<file path="src/rtl/av2_bitstream_fetch.sv">
// -----------------------------------------------------------------------------
// av2_bitstream_fetch
//
// Front end of the AV2 decode pipeline. Packs 32-bit bitstream words MSB-first
// into 128-bit beats, buffers the beats in a small FIFO and presents them to the
// entropy decoder with a show-ahead valid/ready handshake. Each beat carries a
// frame-end flag and the count of valid bytes it holds.
//
// Ports:
//   clk, rst_n          clock, asynchronous active-low reset
//   flush               synchronous clear of packer, FIFO and word counter
//   in_data/in_valid/in_ready/in_last/in_nbytes_last
//                       upstream word handshake; first byte in in_data[31:24]
//   bitstream_data/bitstream_valid/bitstream_ready/bitstream_last/bitstream_nbytes
//                       downstream beat handshake; word 0 in bitstream_data[127:96]
//   fill_level          beats currently held in the FIFO
//   words_consumed      accepted input words, wraps modulo 2^32
// -----------------------------------------------------------------------------
module av2_bitstream_fetch #(
  parameter int FIFO_DEPTH = 4,
  parameter int CNT_W      = $clog2(FIFO_DEPTH) + 1
) (
  input  logic             clk,
  input  logic             rst_n,
  input  logic             flush,
  input  logic [31:0]      in_data,
  input  logic             in_valid,
  output logic             in_ready,
  input  logic             in_last,
  input  logic [2:0]       in_nbytes_last,
  output logic [127:0]     bitstream_data,
  output logic             bitstream_valid,
  input  logic             bitstream_ready,
  output logic             bitstream_last,
  output logic [4:0]       bitstream_nbytes,
  output logic [CNT_W-1:0] fill_level,
  output logic [31:0]      words_consumed
);

  localparam int PTR_W   = $clog2(FIFO_DEPTH);
  localparam int ENTRY_W = 128 + 1 + 5;

  typedef enum logic [1:0] {
    EMPTY = 2'd0,
    FILL1 = 2'd1,
    FILL2 = 2'd2,
    FILL3 = 2'd3
  } pack_state_e;

  pack_state_e        pack_q;
  logic [95:0]        stage_q;
  logic [PTR_W-1:0]   wr_ptr_q;
  logic [PTR_W-1:0]   rd_ptr_q;
  logic [CNT_W-1:0]   cnt_q;
  logic [31:0]        words_q;
  logic [ENTRY_W-1:0] mem_q [FIFO_DEPTH];

  logic               full_s;
  logic               empty_s;
  logic               in_ready_s;
  logic               accept_s;
  logic               pop_s;
  logic               push_s;
  logic [2:0]         word_bytes_s;
  logic [31:0]        masked_word_s;
  logic [127:0]       beat_data_s;
  logic [4:0]         beat_nbytes_s;
  logic [ENTRY_W-1:0] head_s;

  // Handshake qualifiers; in_ready looks only at registered occupancy and flush.
  always_comb begin
    full_s     = (cnt_q == CNT_W'(FIFO_DEPTH));
    empty_s    = (cnt_q == {CNT_W{1'b0}});
    in_ready_s = !full_s && !flush;
    accept_s   = in_valid && in_ready_s;
    pop_s      = !empty_s && bitstream_ready && !flush;
    push_s     = accept_s && ((pack_q == FILL3) || in_last);
  end

  // Valid bytes of the incoming word; 0 (and out-of-range codes) mean a full word.
  always_comb begin
    word_bytes_s = 3'd4;
    if (in_last) begin
      case (in_nbytes_last)
        3'd1:    word_bytes_s = 3'd1;
        3'd2:    word_bytes_s = 3'd2;
        3'd3:    word_bytes_s = 3'd3;
        default: word_bytes_s = 3'd4;
      endcase
    end else begin
      word_bytes_s = 3'd4;
    end
  end

  // Zero the byte lanes beyond the valid bytes of a short final word.
  always_comb begin
    masked_word_s = in_data;
    case (word_bytes_s)
      3'd1:    masked_word_s = {in_data[31:24], 24'h000000};
      3'd2:    masked_word_s = {in_data[31:16], 16'h0000};
      3'd3:    masked_word_s = {in_data[31:8], 8'h00};
      default: masked_word_s = in_data;
    endcase
  end

  // Assemble the beat being pushed: staged words followed by the current word.
  // Unused staging slots are always zero, so trailing lanes come out clear.
  always_comb begin
    beat_data_s   = 128'd0;
    beat_nbytes_s = {1'b0, pack_q, 2'b00} + {2'b00, word_bytes_s};
    case (pack_q)
      EMPTY:   beat_data_s = {masked_word_s, 96'd0};
      FILL1:   beat_data_s = {stage_q[95:64], masked_word_s, 64'd0};
      FILL2:   beat_data_s = {stage_q[95:32], masked_word_s, 32'd0};
      FILL3:   beat_data_s = {stage_q, masked_word_s};
      default: beat_data_s = 128'd0;
    endcase
  end

  // Packer FSM and staging register.
  always_ff @(posedge clk or negedge rst_n) begin
    if (!rst_n) begin
      pack_q  <= EMPTY;
      stage_q <= 96'd0;
    end else if (flush) begin
      pack_q  <= EMPTY;
      stage_q <= 96'd0;
    end else if (accept_s) begin
      if (push_s) begin
        pack_q  <= EMPTY;
        stage_q <= 96'd0;
      end else begin
        case (pack_q)
          EMPTY: begin
            pack_q          <= FILL1;
            stage_q[95:64]  <= in_data;
          end
          FILL1: begin
            pack_q          <= FILL2;
            stage_q[63:32]  <= in_data;
          end
          FILL2: begin
            pack_q          <= FILL3;
            stage_q[31:0]   <= in_data;
          end
          default: begin
            pack_q  <= EMPTY;
            stage_q <= 96'd0;
          end
        endcase
      end
    end
  end

  // FIFO storage; contents need no reset since occupancy gates every read.
  always_ff @(posedge clk) begin
    if (push_s) begin
      mem_q[wr_ptr_q] <= {beat_data_s, in_last, beat_nbytes_s};
    end
  end

  // FIFO pointers, occupancy and accepted-word counter.
  always_ff @(posedge clk or negedge rst_n) begin
    if (!rst_n) begin
      wr_ptr_q <= {PTR_W{1'b0}};
      rd_ptr_q <= {PTR_W{1'b0}};
      cnt_q    <= {CNT_W{1'b0}};
      words_q  <= 32'd0;
    end else if (flush) begin
      wr_ptr_q <= {PTR_W{1'b0}};
      rd_ptr_q <= {PTR_W{1'b0}};
      cnt_q    <= {CNT_W{1'b0}};
      words_q  <= 32'd0;
    end else begin
      if (push_s) begin
        wr_ptr_q <= wr_ptr_q + PTR_W'(1);
      end
      if (pop_s) begin
        rd_ptr_q <= rd_ptr_q + PTR_W'(1);
      end
      case ({push_s, pop_s})
        2'b10:   cnt_q <= cnt_q + CNT_W'(1);
        2'b01:   cnt_q <= cnt_q - CNT_W'(1);
        default: cnt_q <= cnt_q;
      endcase
      if (accept_s) begin
        words_q <= words_q + 32'd1;
      end
    end
  end

  // Show-ahead head entry, forced to zero while the FIFO is empty.
  always_comb begin
    head_s = mem_q[rd_ptr_q];
    if (empty_s) begin
      bitstream_data   = 128'd0;
      bitstream_last   = 1'b0;
      bitstream_nbytes = 5'd0;
    end else begin
      bitstream_data   = head_s[ENTRY_W-1 -: 128];
      bitstream_last   = head_s[5];
      bitstream_nbytes = head_s[4:0];
    end
  end

  assign bitstream_valid = !empty_s;
  assign in_ready        = in_ready_s;
  assign fill_level      = cnt_q;
  assign words_consumed  = words_q;

endmodule

</file>
<file path="config.mk">
export PLATFORM = sky130hd
export DESIGN_NAME = av2_bitstream_fetch
export DESIGN_NICKNAME = d
export VERILOG_FILES = /design/src/rtl/av2_bitstream_fetch.sv
export SDC_FILE = /design/constraint.sdc
export NUM_CORES = 1
export LEC_CHECK = 0
export BUFFER_PORTS_ARGS = -buffer_cell sky130_fd_sc_hd__buf_2
export CAP_MARGIN = 15
export CORE_ASPECT_RATIO = 0.5
export CORE_MARGIN = 2
export CORE_UTILIZATION = 45
export CTS_CLUSTER_DIAMETER = 120
export DETAILED_ROUTE_END_ITERATION = 10
export PLACE_DENSITY = 0.64
export SYNTH_ARGS = -nofsm -noshare
export SYNTH_HDL_FRONTEND = slang
export SYNTH_SLANG_ARGS = --single-unit
export TNS_END_PERCENT = 5
</file>
<file path="constraint.sdc">
create_clock -name clk -period 5.7 [get_ports clk]
set_clock_uncertainty 0.1 [all_clocks]
set_input_delay 0.57 -clock clk [delete_from_list [all_inputs] [get_ports clk]]
set_output_delay 0.57 -clock clk [all_outputs]
set_load 0.02 [all_outputs]
</file>
==> results.sh <==
export IMPL_grt_pass1_vias=15020
export IMPL_gp_congestion=0.7729
export IMPL_synth_ff_type="edfxtp_1"
export IMPL_hpwl_um=38820
export IMPL_synth_cell_area_sq_um=27440
export IMPL_leakagePower_nw=11.52
export IMPL_rsz0062_at_grt="no"
export IMPL_pwr_share_comb=0.274
export IMPL_dieArea_sq_um=63080
export IMPL_yosysUniqueCellTypes=53
export IMPL_die_x_um=353.2
export IMPL_grt_usage=0.2031
export IMPL_cts_max_path_buffers=3
export IMPL_r2r_end="mem_q[1][68]"
export IMPL_place_area_sq_um=29370
export IMPL_use_met1=0.2947
export IMPL_final_util=0.5247
export IMPL_layout_nets=1790
export IMPL_min_path_type="in2reg"
export IMPL_seqPwrFrac=0.422
export IMPL_clk_pin_slew_ns=0.06
export IMPL_dr_total_vias=15170
export IMPL_worst_pin_slew_ns=1.179
export IMPL_io_pins=212
export IMPL_design_core_area_sq_um=59750
export IMPL_grt_busiest_layer="met2"
export IMPL_yosysSeqAreaShare=0.7116
export IMPL_die_h_um=178.6
export IMPL_internal_power_mw=9.154
export IMPL_cts_setup_buffers=0
export IMPL_htree_levels=2
export IMPL_grt_max_degree=86
export IMPL_whs_endpoint="mem_q[0][5]"
export IMPL_overflow=0
export IMPL_hold_start="in_last"
export IMPL_synth_area_leader_cell="edfxtp_1"
export IMPL_ys_ff_latch=673
export IMPL_p_switching_mw=4.237
export IMPL_reg2reg_from="pack_q[1]"
export IMPL_synth_nets=1591
export IMPL_synth_area_leaders="edfxtp_1 (59%), dfrtp_1 (12%), mux4_2 (11%), a22o_1 (5.1%), and2_1 (3.8%)"
export IMPL_ant_nets=0
export IMPL_start_kind="flip-flop"
export IMPL_peakVddDrop_uv=261.8
export IMPL_synth_common_cells="edfxtp_1 (536), and2_1 (168), a22o_1 (160)"
export IMPL_setup_tns_ns=0
export IMPL_met2_usage=0.3193
export IMPL_switching_share=0.3164
export IMPL_power_density_nw_per_um2=427.1
export IMPL_cts_tree="yes"
export IMPL_cts_root_buf="clkbuf_16"
export IMPL_wl_per_cell_um=24.68
export IMPL_final_period_utilization=0.6700
export IMPL_grt_pass1_wl_um=96490
export IMPL_max_freq_ghz=0.2618
export IMPL_slew_viol_final=0
export IMPL_post_cts_resized=0
export IMPL_clkLatencyLatePin_ns=0.61
export IMPL_cp_max_fo=45
export IMPL_antenna_found_initial=6
export IMPL_n_antenna_cell=0
export IMPL_synth_edff_count=536
export IMPL_yosysMostFrequentCell="edfxtp_1"
export IMPL_wl_um=64160
export IMPL_power_mw=13.39
export IMPL_final_cell_area_sq_um=31350
export IMPL_met3_usage=0.03887
export IMPL_synth_top_area_frac=0.5866
export IMPL_cp_required_ns=5.03
export IMPL_reg2reg_depth=5
export IMPL_layout_drive_gt1_share=0.2720
export IMPL_rows=63
export IMPL_min_period_ns=3.819
export IMPL_initial_core_util=0.4592
export IMPL_synth_cells=1538
export IMPL_syn_mean_instance_area_sq_um=17.84
export IMPL_drc_errors=0
export IMPL_area_delta_synth_final_pct=14.26
export IMPL_cts_made_buffers=59
export IMPL_maxCapViolCount=0
export IMPL_end_kind="primary output"
export IMPL_min_path_cells=1
export IMPL_slew_headroom=0.2125
export IMPL_power_share_clock=0.304
export IMPL_status="finished clean"
export IMPL_synthArstFlopShare=0.2036
export IMPL_dp_cells=2487
export IMPL_numPortBuffers=211
export IMPL_ff2ff_setup_slack_ns=2.43
export IMPL_via_per_inst=5.836
export IMPL_crit_arrival_ns=3.15
export IMPL_critPathKind="reg2out"
export IMPL_cts_sinks=673
export IMPL_fin_cells=2599
export IMPL_setup_viol=0
export IMPL_yosys_warnings=0
export IMPL_first_pass_iters=5
export IMPL_hold_violations=0
export IMPL_drtIter0Drc=1575
## what timing repair did
item	4_1_cts	5_1_grt
endpoints found under the hold margin	43	0
hold buffers	1	0
setup endpoints to repair	0	0
## cell type report
class                      instances  area [sq um]
fill                            4864         28400
sequential                       673         19530
multi-input combinational        756          7456
clock buffer                      86          1698
timing repair buffer             238          1343
tap                              812          1016
clock inverter                    25         272.8
inverter                           9         33.78
## worst max-delay path: stages (launching register included)
cell and delay [ns]:
dfrtp_4 1.05, buf_4 0.56, mux4_2 0.56, and2_1 0.17
buf_2 0.15
## kinds of logic after synthesis
| logic type | synth area share |
|---|---|
| compound gates | 0.06580 |
| xor+xnor | 0.003831 |
| fa+ha+maj | 0.005746 |
| buf+inv | 0.01810 |
| flops | 0.7116 |
| mux | 0.1190 |
| simple gates | 0.07597 |
## power by group through the flow
stage / sequential [mW] / combinational (mW) / clock (mW)
4_1_cts: 5.65 / 3.77 / 4.14
2_1_floorplan: 5.67 / 2.53 / 0
6_report: 5.65 / 3.67 / 4.07
3_3_place_gp: 5.75 / 3.75 / 0
5_1_grt: 5.67 / 3.95 / 4.32
3_5_place_dp: 5.76 / 3.76 / 0
## how the worst max path moves through the flow
| stage | startpoint | endpoint | slack (ns) |
|---|---|---|---|
| after CTS | rd_ptr_q[0] | bitstream_data[110] | 1.78 |
| after global routing | rd_ptr_q[0] | bitstream_data[13] | 1.64 |
| final | rd_ptr_q[0] | bitstream_data[50] | 1.88 |
| after global placement | flush | mem_q[1][112] | 2.41 |
| after floorplan | flush | mem_q[1][0] | 0.79 |
| after detailed placement | pack_q[1] | mem_q[1][110] | 2.39 |
## registers in the layout, indices dropped and copies added (netlist names)
signal,flops
words_consumed,32
pack_q,2
rd_ptr_q,2
wr_ptr_q,2
mem_q,536
stage_q,96
fill_level,3
## layer usage
layer	part of all wire	vias up
met5	0.00036	-
met2	0.48	487
met4	0.022	4
met1	0.43	8055
li1	-	6522
met3	0.068	101
## placed cells by master (no fill, tap or decap), types with 6 or more instances in the layout
cell / netlist / routed
nor4_1: 9 / 8
buf_2: 24 / 210
nor2_1: 62 / 61
nand4_1: 13 / 13
mux4_2: 134 / 134
and2_1: 168 / 164
nand2_1: 16 / 16
clkbuf_16: 0 / 59
xor2_1: 8 / 8
ha_1: 11 / 10
buf_4: 5 / 20
nand2b_1: 18 / 18
mux2i_1: 19 / 19
a21oi_1: 7 / 7
edfxtp_1: 536 / 536
nor2b_1: 11 / 10
a22o_1: 160 / 160
clkbuf_8: 0 / 12
dfrtp_1: 137 / 135
clkinv_1: 0 / 10
nor3_1: 8 / 7
and3_1: 12 / 12
nand3_1: 13 / 13
clkbuf_1: 59 / 15
inv_1: 9 / 9
buf_12: 0 / 6
a22oi_1: 32 / 32
## through the flow
stage	hold WS, ns	setup slack [ns]
final	0.2222	1.881
after global routing	0.2133	1.642
after CTS	0.1875	1.778
after detailed placement	0.3913	2.387
after global placement	0.3846	2.413
after floorplan	0.1744	0.7894
Power figures use the tool's default switching activity.
